<file path="src/rtl/fetch_unit_if.sv">
// Fetch-unit signal bundle: instruction-memory read port plus the
// PC/instruction stream exchanged with the decode/branch stage.
interface fetch_unit_if;
  logic        stall;
  logic [31:0] branchAddr;
  logic        Jump;
  logic [25:0] jumpImm;
  logic        JR;
  logic [31:0] jrAddr;
  logic        imemReq;
  logic [31:0] imemAddr;
  logic        imemReady;
  logic [31:0] imemRdata;
  logic [31:0] PC;
  logic [31:0] PCp4;
  logic [31:0] instr;
  logic        instrValid;
  logic        addrErr;

  modport master (
    input  stall, branchAddr, Jump, jumpImm, JR, jrAddr, imemReady, imemRdata,
    output imemReq, imemAddr, PC, PCp4, instr, instrValid, addrErr
  );

  modport slave (
    output stall, branchAddr, Jump, jumpImm, JR, jrAddr, imemReady, imemRdata,
    input  imemReq, imemAddr, PC, PCp4, instr, instrValid, addrErr
  );
endinterface

</file>
<file path="src/rtl/fetch_unit.sv">
// Instruction fetch: request/valid two-phase FSM with JR > Jump > branch
// next-PC selection and a sticky halt on misaligned targets.
module fetch_unit #(
  parameter logic [31:0] RESET_PC = 32'h0040_0000
) (
  input  logic          clk,
  input  logic          reset,
  fetch_unit_if.master  bus
);

  typedef enum logic [1:0] {
    S_REQ,
    S_VALID,
    S_HALT
  } state_t;

  state_t      state;
  logic [31:0] pc;
  logic [31:0] pcp4;
  logic [31:0] instr_q;
  logic        imem_req_q;
  logic        instr_valid_q;
  logic        addr_err_q;
  logic [31:0] next_pc;

  assign pcp4 = pc + 32'd4;

  // Jump region comes from PC+4, not PC, so a jump in the last slot of a
  // 256MB region lands in the following region.
  always_comb begin
    next_pc = bus.branchAddr;
    if (bus.JR)
      next_pc = bus.jrAddr;
    else if (bus.Jump)
      next_pc = {pcp4[31:28], bus.jumpImm, 2'b00};
  end

  always_ff @(posedge clk) begin
    if (reset) begin
      state         <= S_REQ;
      pc            <= RESET_PC;
      instr_q       <= '0;
      addr_err_q    <= 1'b0;
      imem_req_q    <= 1'b1;
      instr_valid_q <= 1'b0;
    end else begin
      case (state)
        S_REQ: begin
          if (bus.imemReady) begin
            instr_q       <= bus.imemRdata;
            state         <= S_VALID;
            imem_req_q    <= 1'b0;
            instr_valid_q <= 1'b1;
          end
        end
        S_VALID: begin
          if (!bus.stall) begin
            instr_valid_q <= 1'b0;
            if (next_pc[1:0] != 2'b00) begin
              addr_err_q <= 1'b1;
              state      <= S_HALT;
              imem_req_q <= 1'b0;
            end else begin
              pc         <= next_pc;
              state      <= S_REQ;
              imem_req_q <= 1'b1;
            end
          end
        end
        S_HALT: begin
          imem_req_q    <= 1'b0;
          instr_valid_q <= 1'b0;
        end
        default: begin
          state         <= S_HALT;
          imem_req_q    <= 1'b0;
          instr_valid_q <= 1'b0;
        end
      endcase
    end
  end

  assign bus.imemReq    = imem_req_q;
  assign bus.imemAddr   = pc;
  assign bus.PC         = pc;
  assign bus.PCp4       = pcp4;
  assign bus.instr      = instr_q;
  assign bus.instrValid = instr_valid_q;
  assign bus.addrErr    = addr_err_q;

endmodule

</file>
<file path="src/flat_wrapper.sv">
// flat-port wrapper written by rule: the top's interface ports become plain ports
module fetch_unit_flat 
#(
  parameter logic [31:0] RESET_PC = 32'h0040_0000
)
  (clk, reset, bus_stall, bus_branchAddr, bus_Jump, bus_jumpImm, bus_JR, bus_jrAddr, bus_imemReady, bus_imemRdata, bus_imemReq, bus_imemAddr, bus_PC, bus_PCp4, bus_instr, bus_instrValid, bus_addrErr);
  fetch_unit_if bus_i ();
  input  logic clk;
  input  logic reset;
  input wire logic [$bits(bus_i.stall)-1:0] bus_stall;
  input wire logic [$bits(bus_i.branchAddr)-1:0] bus_branchAddr;
  input wire logic [$bits(bus_i.Jump)-1:0] bus_Jump;
  input wire logic [$bits(bus_i.jumpImm)-1:0] bus_jumpImm;
  input wire logic [$bits(bus_i.JR)-1:0] bus_JR;
  input wire logic [$bits(bus_i.jrAddr)-1:0] bus_jrAddr;
  input wire logic [$bits(bus_i.imemReady)-1:0] bus_imemReady;
  input wire logic [$bits(bus_i.imemRdata)-1:0] bus_imemRdata;
  output wire logic [$bits(bus_i.imemReq)-1:0] bus_imemReq;
  output wire logic [$bits(bus_i.imemAddr)-1:0] bus_imemAddr;
  output wire logic [$bits(bus_i.PC)-1:0] bus_PC;
  output wire logic [$bits(bus_i.PCp4)-1:0] bus_PCp4;
  output wire logic [$bits(bus_i.instr)-1:0] bus_instr;
  output wire logic [$bits(bus_i.instrValid)-1:0] bus_instrValid;
  output wire logic [$bits(bus_i.addrErr)-1:0] bus_addrErr;
  assign bus_i.stall = bus_stall;
  assign bus_i.branchAddr = bus_branchAddr;
  assign bus_i.Jump = bus_Jump;
  assign bus_i.jumpImm = bus_jumpImm;
  assign bus_i.JR = bus_JR;
  assign bus_i.jrAddr = bus_jrAddr;
  assign bus_i.imemReady = bus_imemReady;
  assign bus_i.imemRdata = bus_imemRdata;
  assign bus_imemReq = bus_i.imemReq;
  assign bus_imemAddr = bus_i.imemAddr;
  assign bus_PC = bus_i.PC;
  assign bus_PCp4 = bus_i.PCp4;
  assign bus_instr = bus_i.instr;
  assign bus_instrValid = bus_i.instrValid;
  assign bus_addrErr = bus_i.addrErr;
  fetch_unit #(.RESET_PC(RESET_PC)) u_core (.clk(clk), .reset(reset), .bus(bus_i));
endmodule
</file>
<file path="config.mk">
export PLATFORM = sky130hd
export DESIGN_NAME = fetch_unit_flat
export DESIGN_NICKNAME = d
export VERILOG_FILES = /design/src/rtl/fetch_unit_if.sv /design/src/rtl/fetch_unit.sv /design/src/flat_wrapper.sv
export SDC_FILE = /design/constraint.sdc
export NUM_CORES = 1
export LEC_CHECK = 0
export BUFFER_PORTS_ARGS = -buffer_cell sky130_fd_sc_hd__buf_2
export CAP_MARGIN = 20
export CORE_UTILIZATION = 27
export CTS_BUF_LIST = sky130_fd_sc_hd__clkbuf_16
export CTS_CLUSTER_DIAMETER = 30
export DETAILED_ROUTE_END_ITERATION = 8
export PLACE_DENSITY_LB_ADDON = 0.25
export SYNTH_ARGS = -nofsm -noshare
export SYNTH_HDL_FRONTEND = slang
export SYNTH_SLANG_ARGS = --single-unit
</file>
<file path="constraint.sdc">
create_clock -name clk -period 1.83 [get_ports clk]
set_input_delay 0.0915 -clock clk [delete_from_list [all_inputs] [get_ports clk]]
set_output_delay 0.0915 -clock clk [all_outputs]
set_load 0.005 [all_outputs]
</file>
==> metrics, run 1 <==
gp weighted congestion roughly 0.79; Hold Crit Start bus_stall; Main synth FF type dfxtp_1; Hold Path End u_core.state[0]; vias in the first global route between 4k and 5k; DR vias roughly 4.5k; CTS Sinks 69; # DRC 0; FF-to-FF End u_core.bus.PC[28]; Setup Crit Path Kind flop to output pin; Cells after Synth 522; first-pass GRT wire length 20300 um; Power Density 656 nW/um^2; Clock power frac 0.437; Psw 1.02 mW; Hold Violations, Final 0; most frequent cell after synthesis nand2_1; CTS tree yes; die area 14900 sq um; Num CTS Buffers 9; post-synthesis xor/xnor area fraction 0.0629; layout cells sized above 1 0.451; hpwl dp 9930 um; Post-Synthesis Net Count ~650; grt ovf 0; Area Growth Syn to Fin 61.0%; Synth Area in Simple Gates 0.252; FP Rows 43; Synth top area share 0.354; R2R Setup Slk 0.08 ns; number of port buffers between 200 and 300; crit path time final 1.88 ns; Synth Area in Compound Gates 0.147; Post-Synth Adder-Cell Area 0.00321; met3 routed WL 655 um; largest area contributor in the netlist dfxtp_1; Die Y 122 um; Worst VDD drop roughly 0.35 mV; initial core utilization 0.279; Antenna diodes 0; Routed WL around 13000 um; Tot GR Track Use 0.176; Critical-path top delay cell dfxtp_2; worst hold slack a little under 0.08 ns; Post-synth top cells nand2_1, dfxtp_1, a21oi_1, buf_4, o21ai_0; final period utilization 1.03; unrepaired setup endpoints after global routing true; critical path fanouts, max 5; Syn. warnings 0; Leakage Power between 3 and 4 nW; Setup violations, final 5; Top Metal Used met4; sequential share of the synthesized area 0.354; Iteration-0 DRC Markers ~180; failing checks negative setup slack; Hold WC Path Type primary input to flop; critical path capture point type output pin; Max Root-Sink Buffers 2; crit start category flop; Yosys cell types 40; combinational share of power 0.170; worst hold path depth 3; r2r startpoint u_core.bus.PC[22]; crit path DAT 1.79 ns; Area contributors post-synth dfxtp_1, nand2_1, a21oi_1; max incr delay on CP 0.35 ns; f_max approximately 530 MHz; WL met1 5790 um; die width 122 um; antenna violations before repair 0; status complete, but fails checks; Final WS setup -0.0475 ns; relative slew slack 0.642; post-synthesis register bit count 69; metal2 WL 6620 um; Clock Tree Root clkbuf_16; Nets 938; clock latency at the later pin of the worst-skew pair 0.33 ns; DR WL/cell 13.4 um; combinational family with the most area after synthesis simple AND/OR/NAND/NOR gates; Slew Viols, Final 0; mapped cell area 3900 sq um; max-cap viol count 0; number of enable flip-flop cells after synthesis 0; Vias/cell 4.49; Reg power frac 0.393; FFs w/ async S/R, synth 0; largest net degree at the start of global routing 60; critical-path cell list nand3_4, nor4_4, buf_6, buf_4, nand2_4, nor3_2, xor2_1, buf_2; worst reg-to-reg path cell count 8; WP buf/inv 3; Clock Skews 0.00380 ns; H-tree levels 3; core area between 10000 and 15000 sq um; Worst-Margin Slew between 0.5 and 0.6 ns; Sw Share 0.247; Critical Path RT 1.74 ns; Post-Place Setup Slack 0.125 ns; post-synthesis mux area share 0.0770; critical path depth in cells 8; Pint 3.10 mW; Worst-path clk slew 0.05 ns; antenna-violating nets left 0; synthesized area per cell 7.47 sq um; TritonRoute pass-1 iters 4; Top Family by Delay on Critical Path simple AND/OR/NAND/NOR gates; num ports 259
[power by group through the flow]
stage	logic, mW	clock network, mW	registers [mW]
after floorplan	0.303	0	1.67
after global routing	0.778	1.93	1.63
final	0.702	1.80	1.62
after CTS	0.710	1.86	1.62
after detailed placement	0.653	0	1.65
after global placement	0.652	0	1.65
[timing repair]
item | CTS | global route
endpoints found under the hold margin | 32 | 0
endpoints found under the setup margin | 17 | 16
hold buffers | 32 | 0
gates resized for setup | 37 | 16
pin swaps | 17 | 17
setup buffers | 7 | 5
[stage by stage]
step           power, mW   util  setup TNS (ns)  std cells  instance area [sq um]
4_1_cts             4.19  0.442          -0.229        989                   6180
5_1_grt             4.33  0.449           -1.34        994                   6280
3_3_place_gp        2.30  0.383               0        934                   5360
6_report            4.12  0.449          -0.154        994                   6280
2_1_floorplan       1.97      -               0        522                   3900
3_5_place_dp        2.30  0.383               0        934                   5360
[flip-flops by register name, summed over array words and instances, names as in the netlist]
register and count:
u_core.state 2, u_core.bus.instrValid 1, u_core.bus.addrErr 1, u_core.bus.PC 32, u_core.bus.imemReq 1, u_core.bus.instr 32
[final cells by class]
class	instances	area, sq um
fillers	1507	7710
multi-input cells	382	2250
repair buffers	340	2050
flip-flops and latches	69	1420
clock buffers	9	225
well taps	180	225
clock inverters	7	82.6
inverters	7	26.3
[placed cells by master, fill, tap and decap left out, types with 5 or more instances in the layout]
| cell | instances |
|---|---|
| buf_2 | 258 |
| nand2_1 | 147 |
| a21oi_1 | 62 |
| dfxtp_1 | 51 |
| buf_4 | 43 |
| o21ai_0 | 32 |
| dlygate4sd3_1 | 32 |
| mux2i_1 | 30 |
| xnor2_1 | 18 |
| nor2_1 | 13 |
| dfxtp_2 | 13 |
| xor2_1 | 9 |
| clkbuf_16 | 9 |
| inv_1 | 8 |
| nand4_1 | 7 |
| nand3_1 | 6 |
| dfxtp_4 | 5 |
[per-layer routing]
layer / up-vias / global-route usage
met1: 2001 / 0.210
li1: 2294 / -
met5: - / 0
met2: 142 / 0.304
met4: 0 / 0.0648
met3: 22 / 0.0445
[kinds of logic (layout without fill, tap and decap cells)]
group / Yosys count / in the layout
AND/OR/NAND/NOR: 216 / 216
AO/OA/AOI/OAI: 107 / 107
buffers and inverters: 71 / 363
flip-flops: 69 / 69
multiplexers: 30 / 30
XOR/XNOR: 28 / 28
adder cells (fa/ha/maj): 1 / 1
[worst max path at each step]
stage | startpoint | end | slack [ns]
floorplan | u_core.bus.PC[8] | u_core.bus.PC[28] | 0.23
global placement | u_core.bus.PC[13] | bus_PCp4[27] | 0.13
detailed placement | u_core.bus.PC[13] | bus_PCp4[27] | 0.13
CTS | u_core.bus.PC[17] | bus_PCp4[27] | -0.06
global route | u_core.bus.PC[16] | bus_PCp4[27] | -0.19
finish | u_core.bus.PC[15] | bus_PCp4[24] | -0.05
[worst register-to-register path: stages, from the launching register on]
cell and delay [ns]:
dfxtp_2 0.32, nand4_1 0.11, buf_6 0.15, nor4_4 0.30
and4_1 0.27, buf_4 0.12, buf_4 0.09, mux2i_1 0.17
o22ai_1 0.09
Note: power is estimated with default switching activity, not from simulation.
==> inputs of run 2 (changes only) <==
--- a/config.mk
+++ b/config.mk
@@ -15,3 +15,4 @@
 export SYNTH_ARGS = -nofsm -noshare
 export SYNTH_HDL_FRONTEND = slang
 export SYNTH_SLANG_ARGS = --single-unit
+export TNS_END_PERCENT = 30
==> constraint.sdc (replaced) <==
create_clock -name clk -period 2.2 [get_ports clk]
set_input_delay 0.11 -clock clk [delete_from_list [all_inputs] [get_ports clk]]
set_output_delay 0.11 -clock clk [all_outputs]
set_load 0.005 [all_outputs]
==> metrics, run 2 (same netlist as run 1, synthesis figures left out) <==
critical path fanouts, max 6 (+1); Setup violations, final 0 (-5); die width 122 um (unchanged); Worst VDD drop 0.364 mV (+3.3%); grt ovf 0 (unchanged); unrepaired setup endpoints after global routing false; max-cap viol count 0 (unchanged); Hold Violations, Final 0 (unchanged); largest net degree at the start of global routing 51 (-15%); TritonRoute pass-1 iters 4 (unchanged); Max Root-Sink Buffers 2 (unchanged); CTS tree yes; antenna-violating nets left 0 (unchanged); f_max 476 MHz; initial core utilization 0.279 (unchanged); Worst-Margin Slew 0.662 ns (+0.125 ns); Hold WC Path Type primary input to flop; crit path DAT 1.99 ns (+0.20 ns); CTS Sinks 69 (unchanged); Final WS setup 0.0975 ns (+0.145 ns); H-tree levels 3 (unchanged); DR vias 4194 (-5.9%); DR WL/cell 13.8 um (+2.8%); Antenna diodes 0 (unchanged); clock latency at the later pin of the worst-skew pair 0.33 ns (about the same); Die Y 122 um (unchanged); Area Growth Syn to Fin 44.5%; worst hold slack 0.0122 ns (-0.0652 ns); num ports 259 (unchanged); setup TNS 0 ns (+0.154 ns); Power Density 598 nW/um^2 (-8.9%); FP Rows 43 (unchanged); die area 14900 sq um (unchanged); crit start category flop; most common cell after layout, fill and taps aside buf_2; hpwl dp 9780 um (-1.6%); final period utilization 0.956; critical path capture point type output pin; Setup Crit Path Kind flop to output pin; # DRC 0 (unchanged); Clock Skews 0.00629 ns (+0.00248 ns); status finished clean; layout cells sized above 1 0.420 (-0.0311); Nets 884 (-5.8%); Vias/cell 4.46 (-0.54%); Routed WL 13000 um (-2.8%); Post-Place Setup Slack 0.293 ns (+0.168 ns); Worst-path clk slew 0.06 ns (about the same); gp weighted congestion 0.759 (-4.2%); antenna violations before repair 0 (unchanged); first-pass GRT wire length 19800 um (-2.7%); Critical Path RT 2.09 ns (+0.35 ns); Iteration-0 DRC Markers 158 (-9.7%); Leakage Power 2.87 nW (-12%); most frequent cells in the layout buf_2, nand2_1, a21oi_1; Tot GR Track Use 0.172 (-0.00419); vias in the first global route 3728 (-8.8%); Num CTS Buffers 9 (unchanged); crit path time final about 2.1 ns; relative slew slack 0.559 (-0.0837); number of port buffers 258 (unchanged); Power, Total 3.37 mW (-18%); Slew Viols, Final 0 (unchanged); Clock Tree Root clkbuf_16; core area 14000 sq um (unchanged)
[run 2: path summary, 6_finish.rpt]
path	from	end	slack [ns]	depth (start not counted)
max	u_core.bus.PC[20]	bus_PCp4[31]	0.1	7
min reg2reg	u_core.bus.instr[16]	u_core.bus.instr[16]	0.45	2
max reg2reg	u_core.bus.PC[20]	u_core.bus.PC[28]	0.38	5
min	bus_imemRdata[30]	u_core.bus.instr[30]	0.01	3
[run 2: critical path, cell delays in order, from the launching register on]
cell     delay (ns)
dfxtp_1        0.44
nand4_2        0.21
nor4_1         0.33
buf_4          0.17
nand2_1        0.10
nor2_1         0.14
xnor2_1        0.13
buf_2          0.13
[run 2: report_power, final]
part	switching [mW]	total, mW	internal (mW)
combinational	0.265	0.514	0.249
clock	0.524	1.50	0.975
sequential	0.0447	1.36	1.31
[run 2: final cells by class]
cell class / instances / area, sq um
repair buffers: 286 / 1530
multi-input cells: 382 / 2150
flip-flops and latches: 69 / 1390
clock buffers: 9 / 225
inverters: 7 / 26.3
well taps: 180 / 225
clock inverters: 7 / 82.6
fillers: 1511 / 8350
[run 2: stage by stage]
| stage | util | area [sq um] | cells |
|---|---|---|---|
| after global routing | 0.403 | 5630 | 940 |
| final | 0.403 | 5630 | 940 |
| after floorplan | - | 3900 | 522 |
| after global placement | 0.372 | 5210 | 915 |
| after detailed placement | 0.372 | 5210 | 915 |
| after CTS | 0.400 | 5590 | 938 |
[run 2: repair_timing]
| item | 4_1_cts | 5_1_grt |
|---|---|---|
| buffers inserted | 0 | 2 |
| endpoints found under the setup margin | 4 | 13 |
| pin swaps | 0 | 2 |
| hold buffers | 7 | 0 |
| hold endpoints to repair | 7 | 0 |
| gates resized for setup | 4 | 11 |
[run 2: metal layers]
metal	vias up	wire [um]	share of wire	global-route usage
li1	2188	-	-	-
met1	1856	5780	0.44	0.221
met2	137	6300	0.48	0.285
met3	13	683	0.053	0.0407
met4	0	234	0.018	0.0503
met5	-	0	0	0
